`src/rtl/bus_arb_pkg.sv`:
```
// Shared types and default constants for the datapath bus arbiter.
package bus_arb_pkg;

  // Arbiter FSM: IDLE = no owner, OWN = exactly one requester holds the bus
  typedef enum logic {
    IDLE = 1'b0,
    OWN  = 1'b1
  } arb_state_t;

  localparam int NUM_REQ_DEF  = 4;
  localparam int DATA_W_DEF   = 18;
  localparam int MAX_HOLD_DEF = 16;

  // Index width for n requesters, never narrower than one bit
  function automatic int sel_width(input int n);
    return (n > 1) ? $clog2(n) : 1;
  endfunction

endpackage

```
`src/rtl/bus_arbiter_rr_pick.sv`:
```
// Combinational round-robin picker: first set bit of req at rr_ptr,
// rr_ptr+1, ... wrapping from NUM_REQ-1 back to 0.
module rr_pick #(
  parameter int NUM_REQ = 4,
  parameter int SEL_W   = 2
) (
  input  logic [NUM_REQ-1:0] req,
  input  logic [SEL_W-1:0]   rr_ptr,
  output logic [NUM_REQ-1:0] win,
  output logic [SEL_W-1:0]   win_idx,
  output logic               found
);

  // Scan from the pointer; the first hit wins and later hits are ignored
  always_comb begin
    int idx;
    win     = '0;
    win_idx = '0;
    found   = 1'b0;
    idx     = 0;
    for (int i = 0; i < NUM_REQ; i++) begin
      idx = int'(rr_ptr) + i;
      if (idx >= NUM_REQ) idx = idx - NUM_REQ;
      if (!found && req[idx]) begin
        found    = 1'b1;
        win[idx] = 1'b1;
        win_idx  = SEL_W'(idx);
      end
    end
  end

endmodule

```
`src/rtl/bus_arbiter.sv`:
```
// Round-robin arbiter and source mux for the shared datapath bus.
// Optional feature: define BUS_TIMEOUT_EN to bound ownership to MAX_HOLD
// cycles; a timed-out requester is masked until it drops its request once.
module bus_arbiter
  import bus_arb_pkg::*;
#(
  parameter int NUM_REQ  = NUM_REQ_DEF,
  parameter int DATA_W   = DATA_W_DEF,
  parameter int SEL_W    = sel_width(NUM_REQ),
  parameter int MAX_HOLD = MAX_HOLD_DEF
) (
  input  logic                      clk,
  input  logic                      rst,
  input  logic [NUM_REQ-1:0]        req,
  input  logic [NUM_REQ*DATA_W-1:0] req_data,
  output logic [NUM_REQ-1:0]        grant,
  output logic [SEL_W-1:0]          bus_sel,
  output logic [DATA_W-1:0]         bus_out,
  output logic                      bus_valid,
  output logic                      busy,
  output logic                      timeout
);

  arb_state_t         state_reg, state_next;
  logic [NUM_REQ-1:0] grant_reg, grant_next;
  logic [SEL_W-1:0]   sel_reg, sel_next;
  logic [SEL_W-1:0]   ptr_reg, ptr_next;
  logic               tmo_reg;

  logic [NUM_REQ-1:0] mask_eff;
  logic               owner_req;
  logic               expire;
  logic [NUM_REQ-1:0] pick_req;
  logic [NUM_REQ-1:0] win;
  logic [SEL_W-1:0]   win_idx;
  logic               found;
  logic [SEL_W-1:0]   ptr_inc;
  logic [DATA_W-1:0]  slot [NUM_REQ];

  // Current owner still wants the bus (grant_reg is zero in IDLE)
  assign owner_req = |(req & grant_reg);

  // The current owner never competes in its own handover
  assign pick_req = req & ~mask_eff & ~grant_reg;

  rr_pick #(
    .NUM_REQ(NUM_REQ),
    .SEL_W  (SEL_W)
  ) u_pick (
    .req    (pick_req),
    .rr_ptr (ptr_reg),
    .win    (win),
    .win_idx(win_idx),
    .found  (found)
  );

  assign ptr_inc = (win_idx == SEL_W'(NUM_REQ - 1)) ? '0 : win_idx + 1'b1;

`ifdef BUS_TIMEOUT_EN
  localparam int HOLD_W = sel_width(MAX_HOLD);

  logic [HOLD_W-1:0]  hold_cnt_reg, hold_cnt_next;
  logic [NUM_REQ-1:0] mask_reg, mask_next;

  assign expire   = owner_req && (hold_cnt_reg == HOLD_W'(MAX_HOLD - 1));
  assign mask_eff = mask_reg;

  // Hold counter restarts on every new grant; mask clears once req is seen low
  always_comb begin
    hold_cnt_next = '0;
    if (owner_req && !expire) begin
      hold_cnt_next = (hold_cnt_reg == '1) ? hold_cnt_reg : hold_cnt_reg + 1'b1;
    end
    mask_next = (mask_reg & req) | (expire ? grant_reg : '0);
  end

  // Timeout bookkeeping registers
  always_ff @(posedge clk or negedge rst) begin
    if (!rst) begin
      hold_cnt_reg <= '0;
      mask_reg     <= '0;
    end else begin
      hold_cnt_reg <= hold_cnt_next;
      mask_reg     <= mask_next;
    end
  end
`else
  assign expire   = 1'b0;
  assign mask_eff = '0;
`endif

  // Next-state: grant from IDLE, keep, or hand over with no dead cycle
  always_comb begin
    state_next = state_reg;
    grant_next = grant_reg;
    sel_next   = sel_reg;
    ptr_next   = ptr_reg;
    case (state_reg)
      IDLE: begin
        if (found) begin
          grant_next = win;
          sel_next   = win_idx;
          ptr_next   = ptr_inc;
          state_next = OWN;
        end
      end
      OWN: begin
        if (!owner_req || expire) begin
          if (found) begin
            grant_next = win;
            sel_next   = win_idx;
            ptr_next   = ptr_inc;
          end else begin
            grant_next = '0;
            state_next = IDLE;
          end
        end
      end
      default: begin
        grant_next = '0;
        state_next = IDLE;
      end
    endcase
  end

  // Arbitration state registers, cleared immediately by reset
  always_ff @(posedge clk or negedge rst) begin
    if (!rst) begin
      state_reg <= IDLE;
      grant_reg <= '0;
      sel_reg   <= '0;
      ptr_reg   <= '0;
      tmo_reg   <= 1'b0;
    end else begin
      state_reg <= state_next;
      grant_reg <= grant_next;
      sel_reg   <= sel_next;
      ptr_reg   <= ptr_next;
      tmo_reg   <= expire;
    end
  end

  // Unpack flattened source data into per-requester slots
  for (genvar gi = 0; gi < NUM_REQ; gi++) begin : g_slot
    assign slot[gi] = req_data[gi*DATA_W +: DATA_W];
  end

  assign grant     = grant_reg;
  assign bus_sel   = sel_reg;
  assign bus_valid = |grant_reg;
  assign busy      = (state_reg == OWN);
  assign timeout   = tmo_reg;
  assign bus_out   = bus_valid ? slot[sel_reg] : '0;

endmodule

```
`config.mk`:
```
export PLATFORM = sky130hd
export DESIGN_NAME = bus_arbiter
export DESIGN_NICKNAME = d
export VERILOG_FILES = /design/src/rtl/bus_arb_pkg.sv /design/src/rtl/bus_arbiter_rr_pick.sv /design/src/rtl/bus_arbiter.sv
export SDC_FILE = /design/constraint.sdc
export NUM_CORES = 1
export LEC_CHECK = 0
export ABC_AREA = 1
export BUFFER_PORTS_ARGS = -buffer_cell sky130_fd_sc_hd__buf_2
export CAP_MARGIN = 25
export CORE_UTILIZATION = 45
export CTS_BUF_LIST = sky130_fd_sc_hd__clkbuf_8 sky130_fd_sc_hd__clkbuf_16
export DETAILED_ROUTE_END_ITERATION = 16
export GPL_ROUTABILITY_DRIVEN = 0
export MAX_ROUTING_LAYER = met4
export PLACE_DENSITY_LB_ADDON = 0.05
export REMOVE_ABC_BUFFERS = 1
export SETUP_SLACK_MARGIN = 0.1
export SLEW_MARGIN = 10
export SYNTH_ARGS = -nofsm -noshare
export SYNTH_HDL_FRONTEND = slang
export SYNTH_SLANG_ARGS = --single-unit
```
`constraint.sdc`:
```
create_clock -name clk -period 5 [get_ports clk]
set_input_delay 0 -clock clk [delete_from_list [all_inputs] [get_ports clk]]
set_output_delay 0 -clock clk [all_outputs]
set_load 0.01 [all_outputs]
```
# == Yosys cells after proc, flatten, opt, wreduce, memory -nomap -nowiden ==
# Index checks and enable logic that the tools add are counted.
# word_totals
regBits,9
latchBits,0
ramBits,0
mem_bits_ro,0
input_bits,78
out_inout_bits,27
word_cells,103
mem_count,0
# classes
addsub,8
multipliers,0
n_div,0
order_cmp,13
n_eq_ne,3
shifts,0
n_mux,54
bitwise,8
reduce_logical,13
# ops
operator,n
$ge 32x1->1 const B,4
$lt 32x4->1 const B,4
$mux 32,4
$ge 32x4->1 const B,3
$sub 32x4->32 const B,3
$mux 18,3
$bmux 18 s2,1
$mux 4,7
$mux 1,18
$mux 2,9
$or 4x4->4,3
$and 4x4->4,2
$bmux 1 s2,4
$demux 1 s2,4
$pmux 2 s2,2
$pmux 4 s2,1
$reduce_or 4->1,2
$logic_and 1x1->1,7
$add 2x2->3 const B,2
$ne 2x2->1 const B,2
$not 4->4,1
$sub 2x3->4 const B,1
$add 2x1->3 const B,1
$ge 2x3->1 const B,1
other kinds (8),10

# == Longest topological paths before layout ==
# Gate-level depths: netlist of the first run.
# logic_depth
depth_word,20
depth_mapped,15
ltp_nobuf,15

# == By module ==
# From an unflattened synthesis of the first run, not the netlist that was laid out.
# hier_totals
cells_unflattened,279
hier_area_um2,1586.5
# modules_own_cells
module,instances,cells_per_inst,area_each_um2,seq_area_each_um2
bus_arbiter,1,202,1108.6,225.2
rr_pick,1,77,478.0,0.0

# == Least setup slack after synthesis of the first run ==
# No wires, ideal clock.
# synth_timing
kind,flip-flop to flip-flop
startpoint,register ptr_reg[1]
endpoint,register ptr_reg[1]
setup_time_ns,0.113
arrival_ns,1.810
t_required_ns,4.887
path_slack_ns,3.077
path_stages_with_launch,13
n_path_buf,0
synth_period_minus_slack_ns,1.923
path_cell_list,dfrtp_1 -> inv_1 -> ha_1 -> inv_1 -> nand3_1 -> nand2_2 -> nand4_2 -> nand2_1 -> inv_2 -> a21oi_2 -> nand2_1 -> nand2_1 -> inv_1
# synth_between
elab_chain_len,20
elab_cells_between_ends,47
classes_between,add/sub (8); order compare (4); eq/ne (1); mux (28); reduce/logical (6)
# synth_rtl
element,line_no,rtl
start: declaration,bus_arbiter.sv:27,"logic [SEL_W-1:0] ptr_reg, ptr_next;"
start signal: assignment,bus_arbiter.sv:138,ptr_reg <= ptr_next;
branches (longest 17 deep; another with $sub 32x4->32),-,
$mux 2 *,"bus_arbiter.sv:100, bus_arbiter.sv:109",
$mux 2,bus_arbiter.sv:108,if (!owner_req || expire) begin
$pmux 2 s2 *,bus_arbiter.sv:98,case (state_reg)
# Mark *: on every way between the ends. The select of a mux whose other input is x is not followed.
# A chain may end at the register's enable or synchronous reset.

# == Final worst setup path of the first run ==
# layout_timing
startpoint,"register sel_reg[1], in the netlist bus_sel[1]"
endpoint,output port bus_out[14]
# layout_between
elab_chain_len,5
# layout_rtl
element,line_no,rtl
start: declaration,bus_arbiter.sv:26,"logic [SEL_W-1:0] sel_reg, sel_next;"
start signal: assignment,bus_arbiter.sv:137,sel_reg <= sel_next;
$not 2->3 (not written as such),bus_arbiter.sv:153,assign bus_out = bus_valid ? slot[sel_reg] : '0;
$bmux 18 s2,bus_arbiter.sv:153,
$mux 18 (not written as such) (2 in series),bus_arbiter.sv:153,
$mux 18,bus_arbiter.sv:153,
end: declaration,bus_arbiter.sv:18,"output logic [DATA_W-1:0] bus_out,"
# No other way between the ends. The select of a mux whose other input is x is not followed.

==> results of run 1 <==
cells in the final DEF (no fill, tap or decap):
master and instances:
a21oi_1 24, a21oi_2 1, a22o_1 2, buf_16 1
buf_2 103, clkbuf_8 3, clkinv_1 1, clkinv_2 2
conb_1 1, dfrtp_1 9, dlygate4sd3_1 1, ha_1 8
inv_1 14, inv_2 6, nand2_1 33, nand2_2 5
nand2_4 1, nand3_1 14, nand3_2 7, nand3_4 1
nand4_1 1, nand4_2 1, nor2_1 74, nor4_4 1
o21ai_0 43, o21ai_1 7, o21ai_4 1
synthesized netlist by cell type, types with 2 or more instances:
cell type,number
inv_1,14
nand2_1,33
nand3_2,7
o21ai_1,7
buf_1,3
inv_2,6
nand2_2,5
ha_1,8
nor2_1,74
dfrtp_1,9
nand3_1,14
a22o_1,2
a21oi_1,24
buf_2,3
clkbuf_1,5
o21ai_0,43
through the flow:
step	hold WS (ns)	worst slack [ns]	cell area, um2	util (%)	std cells
3_3_place_gp	-0.135	2.80	2040	65.2	403
5_1_grt	0.180	2.43	2120	67.8	409
4_1_cts	0.155	2.63	2120	67.8	409
3_5_place_dp	-0.130	2.83	2070	66.0	404
6_report	0.159	2.62	2120	67.8	409
2_1_floorplan	-0.296	3.08	1460	-	256
path summary, 6_finish.rpt:
| kind | startpoint | endpoint | slack [ns] | depth (start not counted) |
|---|---|---|---|---|
| max in group asynchronous | rst | grant[1]$_DFFE_PN0P_ | 4.66 | 2 |
| hold / removal | rst | grant[2]$_DFFE_PN0P_ | 0.16 | 2 |
| setup reg to reg | register | ptr_reg[1]$_DFFE_PN0P_ | 2.80 | 12 |
| min in group clk | req[3] | busy$_DFF_PN0_ | 0.21 | 4 |
| setup / recovery | bus_sel[1]$_DFFE_PN0P_ | bus_out[14] | 2.62 | 5 |
| hold reg to reg | busy$_DFF_PN0_ | busy$_DFF_PN0_ | 0.58 | 2 |
layer usage:
layer  global-route usage, %  share of wire (%)
met1                    38.3                 47
met5                       -                  0
met3                    4.11                5.8
met4                    3.99                1.1
met2                    47.0                 46
power by group through the flow:
stage	combinational [uW]	clock (uW)	sequential [uW]
6_report	1160	87.6	189
5_1_grt	1320	92.1	195
4_1_cts	1160	86.2	190
3_5_place_dp	1150	0	191
3_3_place_gp	1090	0	216
2_1_floorplan	789	0	195
critical path, stage by stage, from the launching register on:
cell and delay [ns]:
dfrtp_1 0.79, clkinv_1 0.69, nor2_1 0.22, o21ai_0 0.10
a21oi_1 0.16, buf_2 0.15
kinds of logic (layout without fill, tap and decap cells):
kind of cell / Yosys count / after routing / synth area share, %
other: 1 / 1 / 0.248
DFF: 9 / 9 / 14.9
buffers and inverters: 34 / 131 / 9.02
adders and majority gates: 8 / 8 / 6.62
and+or+nand+nor: 138 / 138 / 41.9
AOI/OAI and AO/OA: 78 / 78 / 27.3
final cells by class:
| type | count | area [um2] |
|---|---|---|
| Fill cell | 306 | 1010 |
| Tap cell | 44 | 55.1 |
| Inverter | 22 | 83.8 |
| Clock inverter | 1 | 5.00 |
| Multi-Input combinational cell | 225 | 1160 |
| Clock buffer | 3 | 41.3 |
| Sequential cell | 9 | 225 |
| Timing Repair Buffer | 105 | 553 |
repair_timing:
action / CTS / global route
hold buffers: 1 / 0
endpoints found under the hold margin: 9 / 0
setup buffers: 0 / 0
==> results.py, run 1 <==
metrics = {
    "global_route": {
        "grt_max_degree": 38,
        "antenna_found_initial": 0,
        "grt_pass1_vias": 1647,
        "overflow": 0,
        "track_usage_pct": 28.7,
        "grt_first_pass_wirelength_um": 7670,
    },
    "clock_network": {
        "cts-root-buf": "clkbuf_8",
        "cts_tree": "yes",
        "path_clk_slew_ns": 0.05,
        "htreeDepth": 1,
        "clk_latency_ns": 0.24,
        "cts_buffers": 3,
        "cts.repair.resized": 0,
        "clkSinkCount": 9,
        "max-clock-path-buffers": 2,
    },
    "placement": {
        "hpwl_um": 3980,
        "portBuffers": 103,
    },
    "power": {
        "finalPower_uw": 1440,
        "seq_power_share_pct": 13.2,
        "p_switching_uw": 841,
        "p_leak_uw": 0.00116,
        "p_sw_share_pct": 58.6,
        "clkPwrFrac_pct": 6.1,
        "p_per_area_mw_per_mm2": 677,
        "ir_drop_uv": 480,
        "pwr-share-comb_pct": 80.7,
        "power.internal_uw": 596,
    },
    "layout": {
        "nets": 452,
        "syn2layout_area_growth_pct": 40.4,
        "final_layout_size_suffix_gt1_share_pct": 36.4,
        "n_antenna_cell": 0,
    },
    "yosys": {
        "syn_area_per_cell_um2": 5.64,
        "synth_top_area_share_pct": 18.4,
        "synth-seq-cells": 9,
        "synthTopCellsByArea": "nor2_1, dfrtp_1, o21ai_0",
        "synth_edf_count": 0,
        "synth_top_cell_by_area": "nor2_1",
        "synthArstFlopShare_pct": 100,
        "yosys_warnings": 0,
        "mappedNetlistArea_mm2": 0.00151,
        "synth-seq-area-share_pct": 14.9,
        "ys_types": 27,
        "synth_top_flop_cell": "dfrtp_1",
        "syn_inst": 268,
    },
    "floorplan": {
        "ios": 105,
        "start_util_pct": 48.3,
        "die_area_mm2": 0.00359,
        "placementRows": 20,
        "fp.dieH_um": 60.0,
        "core_area_mm2": 0.00313,
        "chipWidth_um": 60.0,
    },
    "timing": {
        "fmax_mhz": 421,
        "setup_viol": 0,
        "slew_viol_final": 0,
        "rsz0062_at_grt": "no",
        "tightest_slew_ns": 0.992,
        "finalHoldViolations": 0,
        "finalClockSkew_ns": 0.000907,
        "tns_ns": 0,
        "fin_crit_sh_pct": 47.5,
        "period_needed_ns": 2.38,
        "relSlewSlack_pct": 33.4,
    },
    "worst_setup_path": {
        "start_kind": "register",
        "crit_fanout": 20,
        "crit_path_end_kind": "output pin",
        "worst-setup-path-type": "reg2out",
        "cp.arrival_ns": 2.38,
        "cp.required_ns": 5.00,
    },
    "run_status": {
        "status": "completed",
    },
    "routing": {
        "drt-total-wl_um": 5070,
        "antenna_left": 0,
        "drt_first_pass_iters": 5,
        "drt_iter0_drc": 178,
        "dr_total_vias": 2066,
        "wl_per_cell_um": 12.4,
        "avgViaCountPerCell": 5.05,
        "post-route-drc-count": 0,
    },
    "min_path": {
        "hold_path.class": "in2async",
    },
    "run": {
        "max_cap_violations": 0,
    },
}
Note: power is estimated with default switching activity, not from simulation.
==> inputs of run 2 (changes only) <==
--- a/config.mk
+++ b/config.mk
@@ -8,7 +8,7 @@
 export ABC_AREA = 1
 export BUFFER_PORTS_ARGS = -buffer_cell sky130_fd_sc_hd__buf_2
 export CAP_MARGIN = 25
-export CORE_UTILIZATION = 45
+export CORE_UTILIZATION = 38
 export CTS_BUF_LIST = sky130_fd_sc_hd__clkbuf_8 sky130_fd_sc_hd__clkbuf_16
 export DETAILED_ROUTE_END_ITERATION = 16
 export GPL_ROUTABILITY_DRIVEN = 0
==> constraint.sdc (replaced) <==
create_clock -name clk -period 2.1 [get_ports clk]
set_input_delay 0 -clock clk [delete_from_list [all_inputs] [get_ports clk]]
set_output_delay 0 -clock clk [all_outputs]
set_load 0.01 [all_outputs]
==> results.py, run 2 (same netlist as run 1, synthesis figures left out) <==
metrics = {
    "placement": {
        "hpwl_um": 3750,
        "portBuffers": 103,
    },
    "worst_setup_path": {
        "critPathSlowestCell": "dfrtp_1",
        "cp_top_family": "simple AND/OR/NAND/NOR gates",
        "max_stage_delay_ns": 0.37,
        "crit_path_end_kind": "register",
        "start_kind": "register",
        "crit_top_cell": "nand2_1",
        "cp.arrival_ns": 1.92,
        "path_cells": "inv_1, ha_2, inv_2, nand3_1, nand2_2, nand4_2, nand2_1, inv_2, a21oi_2, nand2_1, nand2_1, inv_1",
        "path_buf_inv": 4,
        "reg2reg_to": "ptr_reg[1]$_DFFE_PN0P_",
        "worst-setup-path-type": "reg2reg",
        "rrSetupSlack_ns": 0.30,
        "rr_worst_depth": 12,
        "cp.required_ns": 2.22,
        "crit_fanout": 10,
        "reg2reg_from": "ptr_reg[1]$_DFFE_PN0P_",
    },
    "run": {
        "max_cap_violations": 0,
    },
    "layout": {
        "final_layout_size_suffix_gt1_share_pct": 37.7,
        "nets": 458,
        "final-seq-area_um2": 225,
        "final_cell_mix": "buf_2, nor2_1, o21ai_0, nand2_1, a21oi_1",
        "multi_input_area_mm2": 0.00116,
        "n_antenna_cell": 0,
        "syn2layout_area_growth_pct": 42.5,
        "mostFrequentLayoutCell": "buf_2",
        "fill_cells": 391,
    },
    "floorplan": {
        "start_util_pct": 40.4,
        "fp.dieH_um": 65.1,
        "core_area_mm2": 0.00374,
        "die_area_mm2": 0.00423,
        "chipWidth_um": 65.1,
        "placementRows": 22,
        "ios": 105,
    },
    "timing": {
        "slew_viol_final": 0,
        "tightest_slew_ns": 0.541,
        "rsz0062_at_grt": "no",
        "relSlewSlack_pct": 63.7,
        "fin_crit_sh_pct": 85.8,
        "setup_viol": 0,
        "period_needed_ns": 1.80,
        "fmax_mhz": 555,
        "finalClockSkew_ns": 0.00196,
        "finalHoldViolations": 0,
        "tns_ns": 0,
    },
    "global_route": {
        "grt_pass1_vias": 1759,
        "antenna_found_initial": 0,
        "grt_first_pass_wirelength_um": 7640,
        "track_usage_pct": 23.4,
        "overflow": 0,
        "grt_max_degree": 38,
    },
    "routing": {
        "highest_layer": "met4",
        "post-route-drc-count": 0,
        "avgViaCountPerCell": 4.84,
        "drt-total-wl_um": 4960,
        "wl_met3_um": 378,
        "met1_length_um": 2210,
        "wl_per_cell_um": 11.8,
        "drt_iter0_drc": 91,
        "drt_first_pass_iters": 4,
        "dr_total_vias": 2030,
        "antenna_left": 0,
        "wl_met2_um": 2350,
    },
    "clock_network": {
        "cts_buffers": 3,
        "cts_tree": "yes",
        "clkSinkCount": 9,
        "max-clock-path-buffers": 2,
        "htreeDepth": 1,
        "cts-root-buf": "clkbuf_8",
        "path_clk_slew_ns": 0.04,
        "clk_latency_ns": 0.23,
    },
    "run_status": {
        "status": "completed",
    },
    "power": {
        "finalPower_uw": 3480,
        "ir_drop_uv": 915,
        "p_leak_uw": 0.00118,
        "p_per_area_mw_per_mm2": 1620,
    },
    "min_path": {
        "hold_path.class": "in2async",
    },
}
## run 2: how the worst max path moves through the flow
stage / slack [ns] / from / end / cells after the start
floorplan: 0.18 / ptr_reg[1]$_DFFE_PN0P_ / ptr_reg[1]$_DFFE_PN0P_ / 12
global placement: 0.34 / register / ptr_reg[1]$_DFFE_PN0P_ / 12
detailed placement: 0.28 / register / ptr_reg[1]$_DFFE_PN0P_ / 12
CTS: 0.27 / register / ptr_reg[1]$_DFFE_PN0P_ / 14
global route: 0.13 / ptr_reg[1]$_DFFE_PN0P_ / ptr_reg[1]$_DFFE_PN0P_ / 14
finish: 0.30 / ptr_reg[1]$_DFFE_PN0P_ / ptr_reg[1]$_DFFE_PN0P_ / 12
## run 2: per-layer routing
metal,vias up,global-route usage [%]
met5,-,-
met4,0,2.72
met3,2,4.40
met2,78,40.5
met1,859,28.9
li1,1091,-
## run 2: repair_timing
action,CTS,global route
setup buffers,0,0
hold buffers,1,0
gates resized for setup,0,2
endpoints found under the hold margin,9,0
endpoints found under the setup margin,0,2
## run 2: power breakdown
part	internal, uW	switching [uW]	total [uW]
sequential	259	65.3	324
clock	127	63.6	191
combinational	1070	1890	2970
## run 2: cell type report
type	instances	area share (%)
timing repair buffer	111	26.8
sequential	9	10.5
clock inverter	1	0.174
multi-input combinational	225	53.9
tap	48	2.79
clock buffer	3	1.92
inverter	22	3.89
## run 2: stage by stage
stage | cells | area [um2] | hold slack [ns] | worst slack (ns) | utilization (%)
after floorplan | 256 | 1460 | -0.296 | 0.177 | -
after global placement | 414 | 2100 | -0.137 | 0.345 | 56.0
after detailed placement | 414 | 2100 | -0.138 | 0.279 | 56.0
after CTS | 419 | 2150 | 0.151 | 0.267 | 57.5
after global routing | 419 | 2150 | 0.159 | 0.131 | 57.5
final | 419 | 2150 | 0.150 | 0.299 | 57.5
